File: src/rtl/odin_cfg_pkg.sv
// Shared types for the UART configuration sequencer: byte layout, opcodes, states.
// Used by uart_cfg_ctrl (optional CFG_READBACK_EN build) and aer_hs_fsm.
package odin_cfg_pkg;

  localparam logic [1:0] TGT_GATE = 2'd0;
  localparam logic [1:0] TGT_LOOP = 2'd1;
  localparam logic [1:0] TGT_AER  = 2'd2;
  localparam logic [1:0] TGT_RSVD = 2'd3;

  typedef enum logic [1:0] {
    OP_NOP       = 2'b00,
    OP_LO        = 2'b01,
    OP_HI_COMMIT = 2'b10,
    OP_BAD       = 2'b11
  } op_e;

  typedef enum logic [1:0] {
    IDLE = 2'd0,
    REQ  = 2'd1,
    REL  = 2'd2,
    ECHO = 2'd3
  } cfg_state_e;

  typedef struct packed {
    logic [3:0] nibble;
    logic [1:0] target;
    op_e        op;
  } cfg_byte_t;

  function automatic logic is_bad_byte(input cfg_byte_t b);
    return (b.target == TGT_RSVD) || (b.op == OP_BAD);
  endfunction

endpackage

File: src/rtl/aer_hs_fsm.sv
// Four-phase AER request/acknowledge handshake with a per-phase timeout.
// Address is latched on start and held stable for the whole handshake.
module aer_hs_fsm
  import odin_cfg_pkg::*;
#(
  parameter int ACK_TIMEOUT = 1023
) (
  input  logic       clk,
  input  logic       rst,
  input  logic       start,
  input  logic [7:0] addr,
  output logic [7:0] aer_addr,
  output logic       aer_req,
  input  logic       aer_ack,
  output logic       done,
  output logic       timeout
);

  localparam int CNT_W = (ACK_TIMEOUT > 1) ? $clog2(ACK_TIMEOUT) : 1;
  localparam logic [CNT_W-1:0] CNT_LAST = CNT_W'(ACK_TIMEOUT - 1);

  cfg_state_e       st_r;
  cfg_state_e       st_nx_s;
  logic [CNT_W-1:0] cnt_r;
  logic [7:0]       addr_r;
  logic             expired_s;

  assign expired_s = (cnt_r == CNT_LAST);
  assign aer_req   = (st_r == REQ);
  assign aer_addr  = addr_r;

  // State, per-phase wait counter (cleared on every state change) and latched address
  always_ff @(posedge clk) begin
    if (rst) begin
      st_r   <= IDLE;
      cnt_r  <= {CNT_W{1'b0}};
      addr_r <= 8'h00;
    end else begin
      st_r <= st_nx_s;
      if (st_nx_s != st_r) begin
        cnt_r <= {CNT_W{1'b0}};
      end else if (st_r != IDLE) begin
        cnt_r <= cnt_r + CNT_W'(1);
      end
      if (start && (st_r == IDLE)) begin
        addr_r <= addr;
      end
    end
  end

  // Next state; an ack seen in the final REQ cycle wins over the timeout
  always_comb begin
    st_nx_s = st_r;
    done    = 1'b0;
    timeout = 1'b0;
    case (st_r)
      IDLE: begin
        if (start) st_nx_s = REQ;
        else       st_nx_s = IDLE;
      end
      REQ: begin
        if (aer_ack) begin
          st_nx_s = REL;
        end else if (expired_s) begin
          timeout = 1'b1;
          st_nx_s = IDLE;
        end else begin
          st_nx_s = REQ;
        end
      end
      REL: begin
        if (!aer_ack) begin
          done    = 1'b1;
          st_nx_s = IDLE;
        end else if (expired_s) begin
          timeout = 1'b1;
          st_nx_s = IDLE;
        end else begin
          st_nx_s = REL;
        end
      end
      default: st_nx_s = IDLE;
    endcase
  end

endmodule

File: src/rtl/uart_cfg_ctrl.sv
// Decodes UART bytes into gate/loop/AER configuration and drives the AER handshake.
// Optional macro CFG_READBACK_EN adds an AXI-Stream echo of every committed value.
module uart_cfg_ctrl
  import odin_cfg_pkg::*;
#(
  parameter int ACK_TIMEOUT = 1023,
  parameter int ERR_W       = 8
) (
  input  logic             clk,
  input  logic             rst,
  input  logic [7:0]       s_axis_tdata,
  input  logic             s_axis_tvalid,
  output logic             s_axis_tready,
  output logic [7:0]       gate_reg,
  output logic [7:0]       loop_reg,
  output logic [7:0]       aer_addr,
  output logic             aer_req,
  input  logic             aer_ack,
`ifdef CFG_READBACK_EN
  output logic [7:0]       m_axis_tdata,
  output logic             m_axis_tvalid,
  input  logic             m_axis_tready,
`endif
  output logic [ERR_W-1:0] err_cnt
);

  cfg_byte_t        byte_s;
  cfg_state_e       st_r;
  cfg_state_e       st_nx_s;
  logic             tready_r;
  logic [7:0]       gate_r;
  logic [7:0]       loop_r;
  logic [3:0]       lo_gate_r;
  logic [3:0]       lo_loop_r;
  logic [3:0]       lo_aer_r;
  logic [ERR_W-1:0] err_r;
  logic             accept_s;
  logic             bad_s;
  logic             commit_s;
  logic             hs_start_s;
  logic             hs_done_s;
  logic             hs_timeout_s;
  logic [3:0]       shadow_lo_s;
  logic [7:0]       commit_val_s;

  assign byte_s       = cfg_byte_t'(s_axis_tdata);
  assign accept_s     = s_axis_tvalid && tready_r;
  assign bad_s        = accept_s && is_bad_byte(byte_s);
  assign commit_s     = accept_s && !bad_s && (byte_s.op == OP_HI_COMMIT);
  assign hs_start_s   = commit_s && (byte_s.target == TGT_AER);
  assign commit_val_s = {byte_s.nibble, shadow_lo_s};

  assign s_axis_tready = tready_r;
  assign gate_reg      = gate_r;
  assign loop_reg      = loop_r;
  assign err_cnt       = err_r;

  // Low-nibble shadow of the addressed target
  always_comb begin
    shadow_lo_s = 4'h0;
    case (byte_s.target)
      TGT_GATE: shadow_lo_s = lo_gate_r;
      TGT_LOOP: shadow_lo_s = lo_loop_r;
      TGT_AER:  shadow_lo_s = lo_aer_r;
      default:  shadow_lo_s = 4'h0;
    endcase
  end

  aer_hs_fsm #(
    .ACK_TIMEOUT(ACK_TIMEOUT)
  ) u_hs (
    .clk     (clk),
    .rst     (rst),
    .start   (hs_start_s),
    .addr    (commit_val_s),
    .aer_addr(aer_addr),
    .aer_req (aer_req),
    .aer_ack (aer_ack),
    .done    (hs_done_s),
    .timeout (hs_timeout_s)
  );

  // Sequencer next state; REQ covers the whole handshake owned by u_hs
  always_comb begin
    st_nx_s = st_r;
    case (st_r)
      IDLE: begin
        if (hs_start_s) st_nx_s = REQ;
`ifdef CFG_READBACK_EN
        else if (commit_s) st_nx_s = ECHO;
`endif
        else st_nx_s = IDLE;
      end
      REQ: begin
        if (hs_timeout_s) st_nx_s = IDLE;
`ifdef CFG_READBACK_EN
        else if (hs_done_s) st_nx_s = ECHO;
`else
        else if (hs_done_s) st_nx_s = IDLE;
`endif
        else st_nx_s = REQ;
      end
`ifdef CFG_READBACK_EN
      ECHO: begin
        if (m_axis_tready) st_nx_s = IDLE;
        else               st_nx_s = ECHO;
      end
`endif
      default: st_nx_s = IDLE;
    endcase
  end

  // Sequencer state, registered ready, shadows, committed registers, error counter
  always_ff @(posedge clk) begin
    if (rst) begin
      st_r      <= IDLE;
      tready_r  <= 1'b0;
      gate_r    <= 8'h00;
      loop_r    <= 8'h00;
      lo_gate_r <= 4'h0;
      lo_loop_r <= 4'h0;
      lo_aer_r  <= 4'h0;
      err_r     <= {ERR_W{1'b0}};
    end else begin
      st_r     <= st_nx_s;
      tready_r <= (st_nx_s == IDLE);
      if (accept_s && !bad_s && (byte_s.op == OP_LO)) begin
        case (byte_s.target)
          TGT_GATE: lo_gate_r <= byte_s.nibble;
          TGT_LOOP: lo_loop_r <= byte_s.nibble;
          TGT_AER:  lo_aer_r  <= byte_s.nibble;
          default:  ;
        endcase
      end
      if (commit_s) begin
        case (byte_s.target)
          TGT_GATE: gate_r <= commit_val_s;
          TGT_LOOP: loop_r <= commit_val_s;
          default:  ;
        endcase
      end
      if ((bad_s || hs_timeout_s) && (err_r != {ERR_W{1'b1}})) begin
        err_r <= err_r + ERR_W'(1);
      end
    end
  end

`ifdef CFG_READBACK_EN
  logic [7:0] m_tdata_r;
  logic       m_tvalid_r;

  assign m_axis_tdata  = m_tdata_r;
  assign m_axis_tvalid = m_tvalid_r;

  // Echo register: gate/loop value at commit, AER address once the handshake completes
  always_ff @(posedge clk) begin
    if (rst) begin
      m_tdata_r  <= 8'h00;
      m_tvalid_r <= 1'b0;
    end else begin
      m_tvalid_r <= (st_nx_s == ECHO);
      if (commit_s && !hs_start_s) begin
        m_tdata_r <= commit_val_s;
      end else if (hs_done_s) begin
        m_tdata_r <= aer_addr;
      end
    end
  end
`endif

endmodule
File: config.mk
export PLATFORM = sky130hd
export DESIGN_NAME = uart_cfg_ctrl
export DESIGN_NICKNAME = d
export VERILOG_FILES = /design/src/rtl/odin_cfg_pkg.sv /design/src/rtl/aer_hs_fsm.sv /design/src/rtl/uart_cfg_ctrl.sv
export SDC_FILE = /design/constraint.sdc
export NUM_CORES = 1
export LEC_CHECK = 0
export ABC_CLOCK_PERIOD_IN_PS = 2200
export BUFFER_PORTS_ARGS = -buffer_cell sky130_fd_sc_hd__buf_2
export CELL_PAD_IN_SITES_DETAIL_PLACEMENT = 0
export CELL_PAD_IN_SITES_GLOBAL_PLACEMENT = 1
export CORE_MARGIN = 2
export CORE_UTILIZATION = 42
export CTS_CLUSTER_SIZE = 12
export DETAILED_ROUTE_END_ITERATION = 8
export PLACE_DENSITY_LB_ADDON = 0.1
export SLEW_MARGIN = 20
export SYNTH_ARGS = -nofsm -noshare
export SYNTH_HDL_FRONTEND = slang
export SYNTH_SLANG_ARGS = --single-unit
File: constraint.sdc
create_clock -name clk -period 2.2 [get_ports clk]
set_input_delay 0.55 -clock clk [delete_from_list [all_inputs] [get_ports clk]]
set_output_delay 0.55 -clock clk [all_outputs]
set_load 0.02 [all_outputs]
==> flow_metrics.tcl <==
set metrics [dict create \
    yosysWarnings 0 \
    status "completed" \
    cts_tree "built" \
    syn_to_final_growth_pct 22.90 \
    grt_max_degree 36 \
    hold_viol 0 \
    clk_latency_ns 0.34 \
    power.density_mw_per_mm2 685.9 \
    p_leak_nw 1.301 \
    grt_first_pass_wirelength_mm 9.466 \
    via_per_inst 4.976 \
    max_cap_violations 0 \
    slew_viol_final 0 \
    root_buffer "clkbuf_8" \
    whs_ns 0.4913 \
    skew_ns 0.005379 \
    numPortBuffers 45 \
    fp.dieH_um 82.70 \
    hpwl_mm 4.012 \
    largest_register_ffs 10 \
    core_sq_mm 0.005956 \
    vias 2085 \
    worst_pin_slew_ns 0.4647 \
    synth_nets 301 \
    synthTopCellsByArea "dfxtp_1, mux2i_1, nor2_1" \
    grt.total_usage_pct 18.72 \
    layout.nets 358 \
    seq_area_frac_synth_pct 44.64 \
    dieArea_sq_mm 0.006839 \
    num_antenna_cells 0 \
    htreeDepth 3 \
    rows 28 \
    crit_required_ns 2.46 \
    synth_top_cell_by_area "dfxtp_1" \
    grt_pass1_vias 2017 \
    cts.sink_count 58 \
    die_w_um 82.70 \
    postLayoutCoreUtil_pct 53.68 \
    setup_viol 0 \
    synthCells 282 \
    place.gp.congestion 0.7355 \
    drive_gt1_share_pct 24.13 \
    antenna_left 0 \
    syn_area_per_cell_sq_um 9.224 \
    drcViolationCount 0 \
    worstSetupStartpointType "flop" \
    crit_arrival_ns 2.28 \
    regMostFlops "u_hs.cnt_r" \
    drt-pass1-iter-count 4 \
    critPathMaxFanout 8 \
    rsz0062_at_grt "false" \
    worst_setup_path_end_kind "flop" \
    hp-class "reg2reg" \
    relSlewSlack_pct 68.91 \
    cts.path.max_buffers 2 \
    ys_ff_latch 58 \
    clk_pin_slew_ns 0.07 \
    wirelength_mm 5.614 \
    cts-buffers-inserted 9 \
    grt-ovfl-total 0 \
    setup_tns_ns 0 \
    num_io_pins 46 \
    peakVddDrop_mv 0.5660 \
    antenna_found_initial 0 \
    initial_core_util_pct 43.68 \
    period_share_pct 92.08 \
    fmax_mhz 493.6 \
    crit_type "reg2reg" \
    wl_per_cell_um 13.40 \
    synthDistinctLibCells 39 \
    fin_crit_ns 2.026 \
    synth_area_sq_mm 0.002601 \
    drtIter0Drc 70 \
    yosys.area.top_type_share_pct 44.64 \
]
[timing repair]
| action | in CTS | in global routing |
|---|---|---|
| setup endpoints to repair | 0 | 12 |
| hold buffers | 0 | 0 |
| gates resized for setup | 0 | 1 |
| buffers inserted | 0 | 0 |
[area by class of cell]
type / count / area (sq um)
Clock buffer: 12 / 155.1
Fill cell: 596 / 2759
Inverter: 6 / 22.52
Clock inverter: 4 / 50.05
Timing Repair Buffer: 60 / 350.3
Sequential cell: 58 / 1161
Tap cell: 75 / 93.84
Multi-Input combinational cell: 204 / 1364
[cell families (layout without fill, tap and decap cells)]
logic type / Yosys count / in the layout / share of synthesized area [%]
buf+inv: 20 / 82 / 3.079
mux: 33 / 33 / 12.79
simple gates: 120 / 120 / 23.33
fa+ha+maj: 7 / 7 / 3.367
flops: 58 / 58 / 44.64
compound gates: 32 / 32 / 8.755
xor+xnor: 12 / 12 / 4.040
[synthesized netlist by cell type]
master     number
and2_1          1
buf_2           4
a211oi_1       12
or4_1           2
xor2_1          7
xnor2_1         5
clkbuf_1        8
o31ai_1         1
a31oi_1         3
o21ai_1         2
or3_1           4
o21bai_1        1
inv_1           5
nand2_1         7
nand2b_4        1
nor2_1         61
a22oi_1         1
inv_2           1
mux2_2          2
nand3_1         6
nand4_1         4
nor4_1          2
ha_1            7
nor2b_1         6
nand4b_1        1
nand4b_4        1
and4_1          3
nor3_4          1
a2111oi_4       1
nor3_1         14
nand2b_1        4
a21oi_1         7
and4b_1         1
o21ai_0         3
buf_1           2
mux2i_1        31
o2111ai_1       1
and3_1          1
dfxtp_1        58
[cells in the final DEF, fill, tap and decap left out, types with 5 or more instances in the layout]
master and instances:
buf_4 14, a21oi_1 7, ha_1 7, xor2_1 7, nor3_1 14, nor2_1 61, clkbuf_8 11, dfxtp_1 58
nand3_1 6, a211oi_1 12, buf_2 45, nand2_1 7, mux2i_1 31, nor2b_1 6, inv_1 5, xnor2_1 5
[metrics by stage]
stage / instance area [sq um] / power [W] / setup slack [ns] / std cells
finish: 3197 / 0.002193 / 0.1742 / 419
global route: 3197 / 0.002280 / 0.008021 / 419
CTS: 3193 / 0.002219 / 0.1113 / 419
detailed placement: 2988 / 0.001206 / 0.06570 / 403
global placement: 2988 / 0.001205 / 0.1416 / 403
floorplan: 2601 / 0.001160 / 0.1357 / 282
[path summary, 6_finish.rpt]
| path | from | endpoint | slack, ns | depth (start not counted) |
|---|---|---|---|---|
| hold / removal | loop_reg[7] | loop_reg[7] | 0.49 | 2 |
| setup reg to reg | u_hs.st_r[0] | u_hs.cnt_r[8] | 0.17 | 8 |
| setup / recovery | u_hs.st_r[0] | u_hs.cnt_r[8] | 0.17 | 8 |
| hold reg to reg | loop_reg[7] | loop_reg[7] | 0.49 | 2 |
[layer usage]
metal | wire length [um] | vias to the layer above | track usage [%] | part of all wire, %
li1 | - | 1101 | - | -
met1 | 3024 | 931 | 26.85 | 54
met2 | 2226 | 42 | 25.24 | 40
met3 | 240 | 11 | 4.783 | 4.3
met4 | 123 | 0 | 10.33 | 2.2
met5 | 0 | - | 0 | 0
[worst max-delay path, cell delays in order (launching register included)]
cell and delay (ns):
dfxtp_1 0.36, inv_1 0.13, ha_1 0.24, inv_2 0.10, nor3_4 0.20, o31ai_1 0.11, or3_1 0.43, buf_4 0.19
nor3_1 0.19
[power breakdown]
group	total (W)	internal (W)	switching, W
Clock	0.00101	0.000583	0.000428
Combinational	0.000115	0.0000437	0.0000714
Sequential	0.00107	0.00106	0.00000716
Total	0.00219	0.00169	0.000507
(Power assumes the default switching activity.)
